==> src/rtl/rom_arbiter_pkg.sv <==
// Shared encodings and bus widths for the instruction ROM port arbiter.
package rom_arbiter_pkg;

  localparam int ROM_ADDR_W = 32;
  localparam int ROM_INST_W = 32;

  typedef enum logic [1:0] {
    IDLE  = 2'd0,
    ISSUE = 2'd1,
    DATA  = 2'd2
  } arb_state_t;

  typedef enum logic {
    OWNER_IF  = 1'b0,
    OWNER_MEM = 1'b1
  } owner_t;

endpackage

==> src/rtl/rom_arb_pick.sv <==
// Combinational 2-way owner pick; ROM_ARB_RR_EN switches fixed MEM priority to round-robin.
module rom_arb_pick
  import rom_arbiter_pkg::*;
(
  input  logic   if_req,
  input  logic   mem_req,
`ifdef ROM_ARB_RR_EN
  input  owner_t last_grant,
`endif
  output owner_t owner
);

  always_comb begin
    owner = OWNER_IF;
`ifdef ROM_ARB_RR_EN
    // On contention, favour whoever was not granted last so neither side starves
    if (if_req && mem_req)
      owner = (last_grant == OWNER_MEM) ? OWNER_IF : OWNER_MEM;
    else if (mem_req)
      owner = OWNER_MEM;
    else if (if_req)
      owner = OWNER_IF;
`else
    if (mem_req)
      owner = OWNER_MEM;
    else if (if_req)
      owner = OWNER_IF;
`endif
  end

endmodule

==> src/rtl/rom_arbiter.sv <==
// Shares the registered-read instruction ROM between fetch (IF) and code-space loads (MEM).
// Optional macro ROM_ARB_RR_EN enables round-robin arbitration instead of MEM priority.
module rom_arbiter
  import rom_arbiter_pkg::*;
#(
  parameter int ADDR_W = ROM_ADDR_W,
  parameter int DATA_W = ROM_INST_W
) (
  input  logic              clk,
  input  logic              rst,
  input  logic              if_req,
  input  logic [ADDR_W-1:0] if_addr,
  output logic [DATA_W-1:0] if_rdata,
  output logic              if_valid,
  input  logic              mem_req,
  input  logic [ADDR_W-1:0] mem_addr,
  output logic [DATA_W-1:0] mem_rdata,
  output logic              mem_valid,
  output logic              rom_ce,
  output logic [ADDR_W-1:0] rom_addr,
  input  logic [DATA_W-1:0] rom_inst,
  input  logic              rom_ack,
  output logic              stall_req
);

  arb_state_t state;
  owner_t     owner;
  owner_t     pick;
`ifdef ROM_ARB_RR_EN
  owner_t     last_grant;
`endif

  rom_arb_pick u_pick (
    .if_req     (if_req),
    .mem_req    (mem_req),
`ifdef ROM_ARB_RR_EN
    .last_grant (last_grant),
`endif
    .owner      (pick)
  );

  assign stall_req = (if_req & ~if_valid) | (mem_req & ~mem_valid);

  // ce stays high from the grant until the ack edge, so wait states see a stable address
  always_ff @(posedge clk or negedge rst) begin
    if (!rst) begin
      state      <= IDLE;
      owner      <= OWNER_IF;
      rom_ce     <= 1'b0;
      rom_addr   <= '0;
      if_rdata   <= '0;
      mem_rdata  <= '0;
      if_valid   <= 1'b0;
      mem_valid  <= 1'b0;
`ifdef ROM_ARB_RR_EN
      last_grant <= OWNER_MEM;
`endif
    end else begin
      if_valid  <= 1'b0;
      mem_valid <= 1'b0;
      case (state)
        IDLE: begin
          if (if_req || mem_req) begin
            owner    <= pick;
            rom_addr <= (pick == OWNER_MEM) ? mem_addr : if_addr;
            rom_ce   <= 1'b1;
            state    <= ISSUE;
`ifdef ROM_ARB_RR_EN
            last_grant <= pick;
`endif
          end else begin
            rom_ce <= 1'b0;
          end
        end
        ISSUE: state <= DATA;
        DATA: begin
          if (rom_ack) begin
            if (owner == OWNER_MEM) begin
              mem_rdata <= rom_inst;
              mem_valid <= 1'b1;
            end else begin
              if_rdata <= rom_inst;
              if_valid <= 1'b1;
            end
            rom_ce <= 1'b0;
            state  <= IDLE;
          end
        end
        default: state <= IDLE;
      endcase
    end
  end

endmodule

==> config.mk <==
export PLATFORM = sky130hd
export DESIGN_NAME = rom_arbiter
export DESIGN_NICKNAME = d
export VERILOG_FILES = /design/src/rtl/rom_arbiter_pkg.sv /design/src/rtl/rom_arb_pick.sv /design/src/rtl/rom_arbiter.sv
export SDC_FILE = /design/constraint.sdc
export NUM_CORES = 1
export LEC_CHECK = 0
export ABC_AREA = 1
export BUFFER_PORTS_ARGS = -buffer_cell sky130_fd_sc_hd__buf_2
export CORE_AREA = 2 2 100 102
export DETAILED_ROUTE_END_ITERATION = 10
export DIE_AREA = 0 0 102 104
export PLACE_DENSITY = 0.81
export SLEW_MARGIN = 30
export SYNTH_ARGS = -nofsm -noshare
export SYNTH_HDL_FRONTEND = slang
export SYNTH_HIERARCHICAL = 1
export SYNTH_SLANG_ARGS = --single-unit
==> constraint.sdc <==
create_clock -name clk -period 1.6 [get_ports clk]
set_input_delay 0.08 -clock clk [delete_from_list [all_inputs] [get_ports clk]]
set_output_delay 0.08 -clock clk [all_outputs]
set_load 0.02 [all_outputs]
# == After elaboration in Yosys (flattened, before gate mapping) ==
# Index checks and enable logic that the tools add are counted.
# op_classes
add_sub_neg,0
multipliers,0
div_mod_pow,0
magnitude_cmp,0
eq_ne,4
n_shift,0
mux,14
n_bitwise,6
n_reduce_logical,8
# ops
operator,n
$mux 32,1
$mux 1,9
$pmux 2 s3,1
$reduce_and 2->1,3
$reduce_and 3->1,2
$mux 2,2
$ne 2x2->1 const B,2
$not 1->1,3
$and 1x1->1,2
$eq 2x1->1 const B,1
$eq 2x2->1 const B,1
$logic_not 2->1,1
$pmux 1 s2,1
$reduce_bool 2->1,1
$logic_or 1x1->1,1
$or 1x1->1,1
# totals
ff_bits,102
latch_bits,0
ramBits,0
rom_bits,0
out_inout_bits,100
n_memories,0

# == Longest topological paths before layout ==
# depth
ltp_word,3
ltp_mapped,8
ltp_nobuf,5

# == Cells and area by module ==
# Netlist, hierarchy kept.
# modules_own_cells
mod,instances,cells_each,area_per_inst_um2
rom_arbiter,1,549,4374.2
rom_arb_pick,1,1,7.5

# == Worst setup path after synthesis ==
# No wires, ideal clock.
# synth_timing
path_type,register to register
from,register state[1]
to,register rom_addr[10]
setup_time_ns,0.116
arrival_ns,1.008
t_required_ns,1.484
setup_slack_ns,0.476
path_stages_with_launch,6
path_buffers,1
path_cell_list,dfrtp_1 -> nor2_1 -> nand2_1 -> buf_2 -> nand2_1 -> nand2_1
# synth_between
elab_chain_cells,2
# synth_rtl
item,line_no,rtl
"start, declared",rom_arbiter.sv:26,arb_state_t state;
"start signal, assigned",rom_arbiter.sv:47,state <= IDLE;
"start signal, assigned",rom_arbiter.sv:67,state <= ISSUE;
"start signal, assigned",rom_arbiter.sv:75,ISSUE: state <= DATA;
$logic_not 2->1,rom_arbiter.sv:61,case (state)
$reduce_and 2->1 (no line),n/a,
"end signal, assigned",rom_arbiter.sv:65,rom_addr <= (pick == OWNER_MEM) ? mem_addr : if_addr;
"end, declared",rom_arbiter.sv:20,"output logic [ADDR_W-1:0] rom_addr,"
# No other way between the ends.
# A chain may end at the register's enable or synchronous reset.

# == Final worst setup path ==
# layout_timing
from,input port if_addr[1]
to,register rom_addr[1]
# layout_between
elab_chain_cells,1
# layout_rtl
item,line_no,rtl
"start, declared",rom_arbiter.sv:12,"input logic [ADDR_W-1:0] if_addr,"
$mux 32,rom_arbiter.sv:65,
# No other way between the ends.

==> impl_metrics.ini <==
[synthesis]
synth_largest_area_cell = dfrtp_1
syn_area_um2 = 4380
ys_seq_area_share_pct = 58.3
syn_inst = 550
synth_top_area_share_pct = 58.3
synth.distinct_cells = 12
yosys_warnings = 6
synth.area.top_cells = dfrtp_1 58%, nand2_1 28%, nand3_1 7.4%
avgSynthCellArea_um2 = 7.97
ys_seq_elements = 102
syn_nets = 651

[sta]
fin_skew_ns = 0.0131
maxSlewViolCount = 0
tns_ns = 0
hold_violations = 0
relSlewSlack_pct = 63.9
setup_violations = 0
finalCritPeriodShare_pct = 81.6
worstMarginPinSlew_ns = 0.541
period_needed_ns = 1.31
fmax_mhz = 765
rsz0062_at_grt = no

[layout]
register_area_um2 = 2550
fill_cells = 728
multi_input_area_um2 = 1620
layout_common_cells = 332 x nand2_1, 199 x buf_2, 102 x dfrtp_1, 65 x nand3_1, 65 x dlygate4sd3_1
final_common_cell = nand2_1
final_nets = 908
drive_gt1_share_pct = 28.9
finalNonFillerCells = 945
antennaDiodeCount = 0
area_growth_pct = 46.0

[place]
dp.cells = 864
port_buffers = 200
hpwlAfterDp_mm = 7.97
routabilityCongestion = 0.809

[clock_network]
cts-root-buf = clkbuf_8
cts_tree = yes
numClockSinks = 102
numCtsBuffers = 9
post_cts_resized = 0
clk_pin_slew_ns = 0.11
holdBufCountCts = 65
cts_setup_buffers = 0
h-tree-depth = 3
cts_buffer_depth = 2
clock_latency_ns = 0.35

[drt]
ant_nets = 0
viasPerCell = 4.83
num_vias = 4568
drtIter0Drc = 234
wl_per_cell_um = 13.3
finalWirelength_mm = 12.5
firstDrtPassIters = 5
drc = 0

[global_routing]
antenna_found_initial = 0
grt_max_degree = 103
grt_pass1_vias = 4453
grt_overflow = 0
grt_usage_pct = 24.1
grt_first_pass_wirelength_mm = 20.6

[power]
pwr-share-clk_pct = 15.9
ir_worst_vdd_mv = 0.955
p_sw_mw = 5.22
total_power_mw = 11.7
p_leak_nw = 3.80
pwr-share-seq_pct = 37.8
power.density_nw_per_um2 = 1830
combPwrFrac_pct = 46.3
p_int_mw = 6.47
sw_frac_of_total_pct = 44.7

[worst_setup_path]
crit_fanout = 1
required_ns = 1.86
start_kind = primary input
arrival_ns = 1.57
end_kind = flop
ff2ff_setup_slack_ns = 0.37
criticalPathCategory = primary input to flop

[floorplan]
rows = 36
die_w_um = 102
core_area_um2 = 9550
io_pins = 201
dieArea_um2 = 10600
start_util_pct = 45.9
die_h_um = 104

[status]
status = finished, final reports clean

[hold_path]
hold_class = primary input to flop

[job]
drv_cap = 0
[metal layers]
| layer | GRT usage (%) | vias up | wire [µm] |
|---|---|---|---|
| met4 | 10.3 | 0 | 290 |
| met1 | 29.7 | 2070 | 4990 |
| met2 | 40.7 | 260 | 6230 |
| li1 | - | 2209 | - |
| met5 | 0 | - | 0 |
| met3 | 4.91 | 29 | 1030 |
[worst max-delay path, cell delays in order]
cell and delay [ns]:
dlygate4sd3_1 0.56, buf_2 0.13, nand2_1 0.07, nand2_1 0.06, dlygate4sd3_1 0.55, nand2_1 0.07
nand2_1 0.04
[cell families after synthesis]
family,count (synthesis),share of synthesized area (%)
AND/OR/NAND/NOR,403,36.6
buffers and inverters,43,4.94
flip-flops,102,58.3
AO/OA/AOI/OAI,2,0.257
[state kept, by name, indices dropped and copies added, names as in the netlist]
signal / flops
owner: 1
if_rdata: 32
if_valid: 1
state: 2
mem_valid: 1
mem_rdata: 32
rom_addr: 32
rom_ce: 1
[power by group through the flow]
stage	Sequential, mW	Combinational (mW)	Clock, mW
floorplan	5.77	2.01	0
global placement	4.40	5.13	0
detailed placement	4.42	5.29	0
CTS	4.40	5.40	1.92
global route	4.55	5.96	2.01
finish	4.42	5.41	1.86
[synthesized netlist by cell type]
library cell / number
nor2_1: 3
a21oi_1: 1
inv_2: 2
nand3_1: 65
buf_4: 7
o22ai_1: 1
nor2_2: 3
buf_2: 23
dfrtp_1: 102
inv_1: 8
nand2_1: 332
clkbuf_1: 3
[worst paths after layout]
check / start / endpoint / cells past startpoint
max in group asynchronous: rst / if_rdata[27] / 3
worst min-delay path: if_addr[28] / rom_addr[28] / 5
min in group asynchronous: rst / if_rdata[7] / 3
worst max-delay path: if_addr[1] / rom_addr[1] / 7
worst min register to register: if_rdata[24] / if_rdata[24] / 2
worst max register to register: state[0] / rom_addr[7] / 5
[final cells by class]
class	instances	share of cell area, %
repair buffers	279	27.9
clock inverters	6	1.56
well taps	133	2.60
clock buffers	10	2.15
inverters	10	0.587
multi-input cells	405	25.3
flip-flops and latches	102	39.9
[metrics by stage]
step           hold WS [ns]  instance area (µm²)  util (%)  worst slack [ns]
6_report             0.0198                 6400      67.0             0.294
4_1_cts            0.000536                 6400      67.0             0.373
3_3_place_gp          0.175                 5510      57.7             0.412
2_1_floorplan        -0.216                 4380         -             0.476
3_5_place_dp          0.183                 5510      57.7             0.383
5_1_grt             0.00384                 6400      67.0             0.248
No activity file was read; power rests on OpenSTA's default activity.
